==> src/rtl/pico_instr_streamer.sv <==
// Host-side streamer: FIFO-buffered 16-bit instructions sent as LO/HI load beats plus an execute gap.
// Optional STREAMER_BIT7_CHECK_EN: words with inst[7]=1 are consumed but never enqueued.
module pico_instr_streamer #(
    parameter int FIFO_DEPTH = 4,
    parameter int GAP_CYCLES = 1
) (
    input  logic                          clk,
    input  logic                          rst,
    input  logic                          in_valid,
    output logic                          in_ready,
    input  logic [15:0]                   in_instr,
    input  logic                          hold_i,
    output logic                          load_en_o,
    output logic [6:0]                    load_lo_o,
    output logic [7:0]                    load_hi_o,
    output logic                          busy,
    output logic [$clog2(FIFO_DEPTH):0]   fifo_count,
    output logic                          bit7_err
);
    localparam int AW = $clog2(FIFO_DEPTH);
    localparam int GW = (GAP_CYCLES > 1) ? $clog2(GAP_CYCLES) : 1;

    typedef enum logic [1:0] {IDLE, LO, HI, GAP} state_t;

    // Bit 7 never reaches the wire, so only 15 bits are stored.
    logic [14:0]   mem [FIFO_DEPTH];
    logic [AW:0]   wr_ptr;
    logic [AW:0]   rd_ptr;
    logic          full;
    logic          empty;
    logic          accept;
    logic          push;
    logic          pop;
    logic          can_pop;
    logic [14:0]   head_word;

    state_t        state;
    state_t        state_n;
    logic [GW-1:0] gap_cnt;
    logic [GW-1:0] gap_n;
    logic [7:0]    head_hi;
    logic          en_n;
    logic [6:0]    lo_n;
    logic [7:0]    hi_n;

    assign full       = (wr_ptr[AW] != rd_ptr[AW]) &&
                        (wr_ptr[AW-1:0] == rd_ptr[AW-1:0]);
    assign empty      = (wr_ptr == rd_ptr);
    assign in_ready   = !full;
    assign accept     = in_valid && in_ready;
`ifdef STREAMER_BIT7_CHECK_EN
    assign push       = accept && !in_instr[7];
`else
    assign push       = accept;
`endif
    assign fifo_count = wr_ptr - rd_ptr;
    assign busy       = (state != IDLE) || !empty;
    assign can_pop    = !empty && !hold_i;
    assign head_word  = mem[rd_ptr[AW-1:0]];

    always_ff @(posedge clk) begin
        if (push)
            mem[wr_ptr[AW-1:0]] <= {in_instr[15:8], in_instr[6:0]};
    end

    always_ff @(posedge clk) begin
        if (rst) begin
            wr_ptr   <= '0;
            rd_ptr   <= '0;
            bit7_err <= 1'b0;
        end else begin
            if (push)
                wr_ptr <= wr_ptr + 1'b1;
            if (pop)
                rd_ptr <= rd_ptr + 1'b1;
            if (accept && in_instr[7])
                bit7_err <= 1'b1;
        end
    end

    always_ff @(posedge clk) begin
        if (rst) begin
            state     <= IDLE;
            gap_cnt   <= '0;
            head_hi   <= '0;
            load_en_o <= 1'b0;
            load_lo_o <= '0;
            load_hi_o <= '0;
        end else begin
            state     <= state_n;
            gap_cnt   <= gap_n;
            load_en_o <= en_n;
            load_lo_o <= lo_n;
            load_hi_o <= hi_n;
            if (pop)
                head_hi <= head_word[14:7];
        end
    end

    always_comb begin
        state_n = state;
        gap_n   = gap_cnt;
        en_n    = 1'b0;
        lo_n    = load_lo_o;
        hi_n    = load_hi_o;
        pop     = 1'b0;
        unique case (state)
            IDLE: begin
                if (can_pop) begin
                    pop     = 1'b1;
                    state_n = LO;
                end
            end
            LO: begin
                en_n    = 1'b1;
                hi_n    = head_hi;
                state_n = HI;
            end
            HI: begin
                gap_n   = GW'(GAP_CYCLES - 1);
                state_n = GAP;
            end
            GAP: begin
                if (gap_cnt != '0) begin
                    gap_n = gap_cnt - 1'b1;
                end else if (can_pop) begin
                    pop     = 1'b1;
                    state_n = LO;
                end else begin
                    state_n = IDLE;
                end
            end
            default: state_n = IDLE;
        endcase
        // A pop launches the LO beat on the very next cycle.
        if (pop) begin
            en_n = 1'b1;
            lo_n = head_word[6:0];
            hi_n = '0;
        end
    end
endmodule

==> config.mk <==
export PLATFORM = sky130hd
export DESIGN_NAME = pico_instr_streamer
export DESIGN_NICKNAME = d
export VERILOG_FILES = /design/src/rtl/pico_instr_streamer.sv
export SDC_FILE = /design/constraint.sdc
export NUM_CORES = 1
export LEC_CHECK = 0
export CELL_PAD_IN_SITES_DETAIL_PLACEMENT = 1
export CELL_PAD_IN_SITES_GLOBAL_PLACEMENT = 1
export CORE_UTILIZATION = 49
export CTS_CLUSTER_DIAMETER = 100
export CTS_CLUSTER_SIZE = 28
export DETAILED_ROUTE_END_ITERATION = 7
export PLACE_DENSITY_LB_ADDON = 0.3
export SYNTH_ARGS = -nofsm -noshare
export SYNTH_HDL_FRONTEND = slang
export SYNTH_SLANG_ARGS = --single-unit
==> constraint.sdc <==
create_clock -name clk -period 7.7 [get_ports clk]
set_input_delay 1.54 -clock clk [delete_from_list [all_inputs] [get_ports clk]]
set_output_delay 1.54 -clock clk [all_outputs]
set_load 0.05 [all_outputs]
==> metrics.cfg, run 1 <==
[place]
finalWeightedCongestion = 0.7026
io_buffers = 41
dpl.hpwl_mm = 4.456
postPlaceCellArea_sq_mm = 0.004113

[worst_setup_path]
rr_worst_depth = 5
crit_fanout = 19
required_ps = 6160
path_class = flip-flop to output port
start_kind = flip-flop
cp.arrival_ps = 2880
r2r_setup_slack_ps = 4710
end_kind = output port

[timing]
tns_ps = 0
finalSetupViolCount = 0
whs_ps = 464.7
relSlewSlack = 0.3889
fmax_mhz = 226.5
tightest_slew_ps = 915.3
fin_crit_ps = 4415
timing.final.hold_violations = 0
finalMaxSlewViolations = 0
rsz0062_at_grt = false
skew_ps = 12.35
fin_crit_sh = 0.5734

[clocking]
clock_latency_ps = 350
clkTransAtPathRegs_ps = 90
postCtsSetupRepairBufs = 0
hold_buffers = 0
cts_made_buffers = 9
cts.repair.resized = 0
cts.sinks = 93
root_buffer = clkbuf_8
h-tree-depth = 3
cts_buffer_depth = 2
cts_tree = yes

[die]
ioPinCount = 42
num_rows = 30
die_width_um = 88.01
start_util = 0.5192
dieArea_sq_mm = 0.007746
coreArea_sq_mm = 0.006982
die_h_um = 88.01

[status]
status = completed

[yosys]
ys_ff_latch = 93
yosysWarnings = 0
synthAdderAreaFrac = 0.04349
async_flop_share = 0
yosysSeqAreaShare = 0.6793
synth-compound-area-share = 0.04764
synth_top_area_frac = 0.4971
synth_edf_count = 60
avgSynthCellArea_sq_um = 14.86
synth.net_count = 276
synth_cells = 244
synthSimpleGateAreaFrac = 0.07076
synth-xor-area-share = 0.01174
ys_top_cells_by_area = edfxtp_1 50%, dfxtp_1 18%, mux4_2 9.3%, ha_1 3.8%, nand2_1 3.5%
yosys_most_used_dff = edfxtp_1
yosysUniqueCellTypes = 31
synth_top_family_by_area = multiplexers
yosys.area.top_type = edfxtp_1
syn-cell-area_sq_mm = 0.003625
synthMuxAreaShare = 0.1208

[power_and_ir_drop]
power.leakage_nw = 1.446
ir_worst_vdd_uv = 134.8
power_density_mw_per_mm2 = 310.8

[global_routing]
grt_pass1_wl_mm = 10.87
grt_pass1_vias = 2117
grt_util_all_layers = 0.1974
grt.overflow.total = 0
antenna_found_initial = 0
grt_max_degree = 29

[flow_run]
maxCapViolCount = 0

[cells_and_area]
area_growth_syn_to_layout_pct = 19.12
fin_nets = 319
layout_common_cells = 60 x edfxtp_1, 41 x clkdlybuf4s50_1, 34 x nand2_1
nFillCells = 689
final_common_cell = edfxtp_1
drive_gt1_frac = 0.1199
layout.area.seq_sq_mm = 0.002462
multi_input_area_sq_mm = 0.001067
diodes = 0
fin_util = 0.6185
finalInstanceArea_sq_mm = 0.004318

[min_path]
min-delay-path-class = flip-flop to flip-flop
min_path_cells = 2

[routing]
dr.first_iter.drc_count = 115
vias = 2035
vias_per_cell = 5.245
dr.pass1.iters = 4
drtAntennaViolNets = 0
wirelength_mm = 6.886
wl_per_cell_um = 17.75
drcViolationCount = 0

kinds of logic (layout without fill, tap and decap cells):
family	after synthesis	count (layout)
AND/OR/NAND/NOR	61	61
XOR/XNOR	4	4
flip-flops	93	93
buffers and inverters	20	68
adder cells (fa/ha/maj)	12	12
AO/OA/AOI/OAI	29	29
multiplexers	25	25
stage by stage:
step                      power (mW)  instances  setup WS, ps
after floorplan               0.9189        244          4265
after global placement         1.016        372          3722
after detailed placement       1.032        372          3636
after CTS                      1.353        388          3229
after global routing           1.406        388          3145
final                          1.342        388          3285
path summary, 6_finish.rpt:
| path | startpoint | end |
|---|---|---|
| worst max-delay path | rd_ptr[1]$_SDFFE_PP0P_ | in_ready |
| worst min-delay path | load_lo_o[3]$_SDFFE_PP0P_ | load_lo_o[3]$_SDFFE_PP0P_ |
| worst max register to register | rd_ptr[1]$_SDFFE_PP0P_ | mem[3][5]$_DFFE_PP_ |
| worst min register to register | load_lo_o[3]$_SDFFE_PP0P_ | load_lo_o[3]$_SDFFE_PP0P_ |
metal layers:
metal	up-vias	GRT usage	wire length (um)
met5	-	0	0
met4	0	0.07478	85
met3	5	0.04524	197
met2	46	0.3277	3524
met1	1020	0.2554	3077
li1	964	-	-
synth_stat cells (3+ instances only):
master	count
inv_1	8
buf_2	4
mux2i_1	10
xnor2_1	3
and2_1	4
a21oi_1	20
edfxtp_1	60
mux4_2	15
nand2_1	34
nor2_1	16
ha_1	11
clkbuf_1	5
dfxtp_1	33
flip-flops by register name (all words and copies together) (netlist names):
register	flops
bit7_err	1
head_hi	8
load_en_o	1
load_hi_o	8
load_lo_o	7
mem	60
rd_ptr	3
state	2
wr_ptr	3
power by group:
part	leakage (nW)	total [mW]	switching [mW]	internal, mW
combinational	0.531	0.412	0.247	0.165
sequential	0.819	0.603	0.0253	0.578
clock	0.0965	0.327	0.168	0.158
total	1.45	1.34	0.441	0.901
layout make-up:
class / count / share of cell area
Clock inverter: 3 / 0.005506
Clock buffer: 13 / 0.04202
Tap cell: 96 / 0.02782
Timing Repair Buffer: 44 / 0.1003
Multi-Input combinational cell: 131 / 0.2472
Sequential cell: 93 / 0.5703
Inverter: 8 / 0.006955
critical path: stages, from the launching register on:
cell             delay [ps]
dfxtp_1                 930
inv_1                   100
ha_1                    400
nand2_1                 110
or2_2                   280
clkdlybuf4s50_1         700
Note: power is estimated with default switching activity, not from simulation.
==> inputs of run 2 (changes only) <==
CORE_UTILIZATION = 46   (was 49)
clock period = 4.3 ns   (was 7.7 ns; I/O delays follow)
==> run 2 against run 1 <==
Routed wire length shrank 4.5%; final cell count grew 1.8%; total power grew 77%; via count shrank 0.88%; sequential power grew 77%; first-iteration DRC count shrank 20%; clock power grew 71%; critical path depth is the same; combinational power grew 81%; highest routed layer unchanged.
==> metrics.cfg, run 2 (synthesis gave the netlist of run 1 again) <==
[routing]
dr.first_iter.drc_count = 92  ; was 115
wl_per_cell_um = 16.65  ; was 17.75 um
drtAntennaViolNets = 0  ; unchanged
drcViolationCount = 0  ; unchanged
wirelength_mm = 6.577  ; was 6.886 mm
vias = 2017  ; was 2035
dr.pass1.iters = 4  ; unchanged
vias_per_cell = 5.106  ; was 5.245

[worst_setup_path]
r2r_setup_slack_ps = 1870  ; was 4710 ps
path_class = flip-flop to output port  ; unchanged
crit_chain = inv_1 > ha_1 > fa_1 > xnor2_1 > clkdlybuf4s50_1  ; was inv_1 > ha_1 > nand2_1 > or2_2 > clkdlybuf4s50_1
crit_fanout = 4  ; was 19
reg2reg_to = mem[3][6]$_DFFE_PP_  ; was mem[3][5]$_DFFE_PP_
crit_family = buffers and inverters  ; was flip-flops
cp.arrival_ps = 2450  ; was 2880 ps
cpPeakStageDelay_ps = 820  ; was 930 ps
start_kind = flip-flop  ; unchanged
end_kind = output port  ; unchanged
path_buf_inv = 2  ; unchanged
rr_worst_depth = 5  ; unchanged
cpMaxStageDelayCell = clkdlybuf4s50_1  ; was dfxtp_1
regToRegStartpoint = wr_ptr[0]$_SDFFE_PP0P_  ; was rd_ptr[1]$_SDFFE_PP0P_
required_ps = 3440  ; was 6160 ps

[timing]
fmax_mhz = 301.8
fin_crit_ps = 3313
fin_crit_sh = 0.7704
relSlewSlack = 0.4013  ; was 0.3889
finalMaxSlewViolations = 0  ; unchanged
tns_ps = 0  ; unchanged
rsz0062_at_grt = false  ; unchanged
skew_ps = 10.24  ; was 12.35 ps
whs_ps = 460.4  ; was 464.7 ps
timing.final.hold_violations = 0  ; unchanged
tightest_slew_ps = 898.0  ; was 915.3 ps
finalSetupViolCount = 0  ; unchanged

[cells_and_area]
drive_gt1_frac = 0.1229  ; was 0.1199
fin_nets = 320  ; was 319
layout_common_cells = 60 x edfxtp_1, 41 x clkdlybuf4s50_1, 34 x nand2_1  ; unchanged
final_cells = 395  ; was 388
area_growth_syn_to_layout_pct = 19.19  ; was 19.12%
final_common_cell = edfxtp_1  ; unchanged
diodes = 0  ; unchanged
largest_register_ffs = 60  ; unchanged
fin_util = 0.5620  ; was 0.6185

[global_routing]
grt.overflow.total = 0  ; unchanged
antenna_found_initial = 0  ; unchanged
grt_util_all_layers = 0.1757  ; was 0.1974
grt_max_degree = 20  ; was 29
grt_pass1_vias = 2121  ; was 2117
grt_pass1_wl_mm = 10.78  ; was 10.87 mm

[clocking]
cts.repair.resized = 0  ; unchanged
hold_buffers = 0  ; unchanged
h-tree-depth = 3  ; unchanged
cts_tree = yes  ; unchanged
clkTransAtPathRegs_ps = 90  ; about the same
clock_latency_ps = 350  ; about the same
root_buffer = clkbuf_8  ; unchanged
postCtsSetupRepairBufs = 0  ; unchanged
cts.sinks = 93  ; unchanged
cts_made_buffers = 9  ; unchanged
cts_buffer_depth = 2  ; unchanged

[die]
dieArea_sq_mm = 0.008239  ; was 0.007746 sq mm
die_h_um = 90.77  ; was 88.01 um
die_width_um = 90.77  ; was 88.01 um
num_rows = 32  ; was 30
ioPinCount = 42  ; unchanged
start_util = 0.4715  ; was 0.5192
coreArea_sq_mm = 0.007687  ; was 0.006982 sq mm

[place]
io_buffers = 41  ; unchanged
dp.cells = 379  ; was 372
finalWeightedCongestion = 0.7209  ; was 0.7026
dpl.hpwl_mm = 4.355  ; was 4.456 mm

[min_path]
min_path_cells = 2  ; unchanged
worstHoldStart = head_hi[7]$_SDFFE_PP0P_  ; was load_lo_o[3]$_SDFFE_PP0P_
worstHoldEndpoint = head_hi[7]$_SDFFE_PP0P_  ; was load_lo_o[3]$_SDFFE_PP0P_
min-delay-path-class = flip-flop to flip-flop  ; unchanged

[status]
status = completed  ; unchanged

[power_and_ir_drop]
ir_worst_vdd_uv = 208.8  ; was 134.8 uV
finalPower_mw = 2.380  ; was 1.342 mW
power_density_mw_per_mm2 = 550.8  ; was 310.8 mW/mm^2
power.leakage_nw = 1.450  ; was 1.446 nW

[flow_run]
maxCapViolCount = 0  ; unchanged

[run 2: how the worst max path moves through the flow]
stage	slack [ps]	startpoint	depth (start not counted)	to
3_5_place_dp	1360	wr_ptr[0]$_SDFFE_PP0P_	5	fifo_count[2]
4_1_cts	970	wr_ptr[0]$_SDFFE_PP0P_	5	fifo_count[2]
3_3_place_gp	1430	wr_ptr[0]$_SDFFE_PP0P_	5	fifo_count[2]
2_1_floorplan	1550	rd_ptr[1]$_SDFFE_PP0P_	6	busy
5_1_grt	850	wr_ptr[0]$_SDFFE_PP0P_	5	fifo_count[2]
6_report	990	wr_ptr[0]$_SDFFE_PP0P_	5	fifo_count[2]
[run 2: worst register-to-register path, delay by kind of cell (launching register included)]
kind,cells,cell delay (ps)
buffers and inverters,1,110
AOI/OAI and AO/OA,1,300
DFF,1,410
adders and majority gates,1,400
and+or+nand+nor,2,840
[run 2: layer usage]
layer	vias up	global-route usage	share of wire
li1	974	-	-
met2	30	0.2980	0.52
met5	-	0	0
met1	1005	0.2139	0.44
met3	8	0.03788	0.030
met4	0	0.08333	0.014
[run 2: report_power, final]
part / switching (mW) / internal, mW
clock network: 0.308 / 0.252
logic: 0.449 / 0.296
registers: 0.0403 / 1.03
[run 2: metrics by stage]
step	worst slack, ps	instance area, sq um
3_5_place_dp	1364	4128
3_3_place_gp	1426	4128
5_1_grt	850.9	4320
4_1_cts	969.7	4320
6_report	987.1	4320
2_1_floorplan	1545	3625
[run 2: layout make-up]
cell class	instances	area, sq um
fillers	755	3367
flip-flops and latches	93	2462
multi-input cells	131	1067
repair buffers	45	440.4
clock buffers	11	152.6
well taps	102	127.6
clock inverters	5	40.04
inverters	8	30.03
==> inputs of run 3 (changes only) <==
CORE_UTILIZATION = 41   (was 46)
clock period = 2.7 ns   (was 4.3 ns; I/O delays follow)
==> run 3 against run 2 <==
Setup slack got worse by 710 ps; flip-flop and latch count unchanged; final cell count up 2.3%; via count about the same; register-to-register slack got worse by 1200 ps; largest power group unchanged.
==> metrics.cfg, run 3 (synthesis gave the netlist of run 1 again) <==
[status]
status = completed  ; unchanged

[min_path]
min-delay-path-class = flip-flop to flip-flop  ; unchanged

[cells_and_area]
diodes = 0  ; unchanged
largest_register_ffs = 60  ; unchanged
drive_gt1_frac = 0.1572  ; was 0.1229
fin_nets = 326  ; was 320
layout_common_cells = 60 x edfxtp_1, 36 x clkdlybuf4s50_1, 34 x nand2_1  ; was 60 x edfxtp_1, 41 x clkdlybuf4s50_1, 34 x nand2_1
nFillCells = 832  ; was 755
area_growth_syn_to_layout_pct = 21.82  ; was 19.19%
final_common_cell = edfxtp_1  ; unchanged
final_cells = 404  ; was 395

[timing]
tightest_slew_ps = 499.6  ; was 898.0 ps
fin_crit_sh = 0.8984
timing.final.hold_violations = 0  ; unchanged
skew_ps = 7.829  ; was 10.24 ps
finalMaxSlewViolations = 0  ; unchanged
fmax_mhz = 412.3
finalSetupViolCount = 0  ; unchanged
setup_ws_ps = 274.4  ; was 987.1 ps
rsz0062_at_grt = false  ; unchanged
tns_ps = 0  ; unchanged
fin_crit_ps = 2426
relSlewSlack = 0.6659  ; was 0.4013

[clocking]
cts.repair.resized = 0  ; unchanged
hold_buffers = 0  ; unchanged
clkTransAtPathRegs_ps = 80  ; was 90 ps
cts_buffer_depth = 2  ; unchanged
cts_tree = yes  ; unchanged
clock_latency_ps = 340  ; was 350 ps
cts.sinks = 93  ; unchanged
postCtsSetupRepairBufs = 0  ; unchanged
root_buffer = clkbuf_8  ; unchanged
h-tree-depth = 3  ; unchanged
cts_made_buffers = 9  ; unchanged

[global_routing]
grt.overflow.total = 0  ; unchanged
antenna_found_initial = 0  ; unchanged
use_met1 = 0.1843  ; was 0.2139
grt_util_met2 = 0.2778  ; was 0.2980
top_usage_layer = met2  ; unchanged
grt_max_degree = 19  ; was 20
grt_pass1_wl_mm = 10.21  ; was 10.78 mm
grt_util_all_layers = 0.1570  ; was 0.1757
grt_pass1_vias = 2023  ; was 2121
met3_usage = 0.02923  ; was 0.03788

[worst_setup_path]
end_kind = output port  ; unchanged
cp.arrival_ps = 1890  ; was 2450 ps
path_class = flip-flop to output port  ; unchanged
required_ps = 2160  ; was 3440 ps
start_kind = flip-flop  ; unchanged
crit_fanout = 4  ; unchanged

[routing]
vias = 2019  ; was 2017
drcViolationCount = 0  ; unchanged
wl_per_cell_um = 16.14  ; was 16.65 um
wirelength_mm = 6.522  ; was 6.577 mm
dr.first_iter.drc_count = 67  ; was 92
dr.pass1.iters = 4  ; unchanged
vias_per_cell = 4.998  ; was 5.106
drtAntennaViolNets = 0  ; unchanged

[die]
num_rows = 33  ; was 32
start_util = 0.4325  ; was 0.4715
ioPinCount = 42  ; unchanged
die_width_um = 96.03  ; was 90.77 um
dieArea_sq_mm = 0.009221  ; was 0.008239 sq mm
coreArea_sq_mm = 0.008382  ; was 0.007687 sq mm
die_h_um = 96.03  ; was 90.77 um

[place]
io_buffers = 41  ; unchanged
finalWeightedCongestion = 0.7289  ; was 0.7209
dpl.hpwl_mm = 4.460  ; was 4.355 mm
pre_cts_slack_ps = 604.8  ; was 1364 ps
dp.cells = 388  ; was 379

[flow_run]
maxCapViolCount = 0  ; unchanged

[power_and_ir_drop]
power.leakage_nw = 1.507  ; was 1.450 nW
ir_worst_vdd_uv = 562.8  ; was 208.8 uV
power_density_mw_per_mm2 = 880.6  ; was 550.8 mW/mm^2

## run 3: final cells by class
cell class | instances | area (sq um) | share of cell area
clock inverter | 5 | 57.56 | 0.01303
timing repair buffer | 51 | 535.5 | 0.1213
multi-input combinational | 131 | 1067 | 0.2417
sequential | 93 | 2462 | 0.5577
tap | 105 | 131.4 | 0.02975
clock buffer | 11 | 131.4 | 0.02975
inverter | 8 | 30.03 | 0.006801
## run 3: stage by stage
stage / power, mW / util / instance area (sq um) / hold WS (ps)
6_report: 3.888 / 0.5268 / 4415 / 458.6
5_1_grt: 4.075 / 0.5268 / 4415 / 482.5
4_1_cts: 3.944 / 0.5268 / 4415 / 464.1
3_5_place_dp: 3.049 / 0.5043 / 4227 / 452.3
3_3_place_gp: 3.020 / 0.5043 / 4227 / 445.6
2_1_floorplan: 2.621 / - / 3625 / 436.0
## run 3: layer usage
metal	vias to the layer above	share of wire	wire [um]
met3	8	0.026	169
met5	-	0	0
met4	0	0.017	112
li1	982	-	-
met1	994	0.44	2878
met2	35	0.52	3362
## run 3: critical path: stages (launching register included)
cell     delay [ps]
dfxtp_1         400
inv_1           100
ha_1            220
fa_1            380
xnor2_1         280
buf_12          180
## run 3: worst paths after layout
check | to | cells past startpoint | start | slack [ps]
max | fifo_count[2] | 5 | wr_ptr[0]$_SDFFE_PP0P_ | 270
min | head_hi[2]$_SDFFE_PP0P_ | 2 | head_hi[2]$_SDFFE_PP0P_ | 460
max reg2reg | rd_ptr[2]$_SDFFE_PP0P_ | 6 | state[0]$_SDFFE_PP0P_ | 680
min reg2reg | head_hi[2]$_SDFFE_PP0P_ | 2 | head_hi[2]$_SDFFE_PP0P_ | 460
## run 3: power breakdown
group          switching (mW)  internal [mW]  total [mW]
Clock                   0.465          0.432       0.897
Combinational           0.724          0.559        1.28
Sequential             0.0625           1.65        1.71
Total                    1.25           2.64        3.89
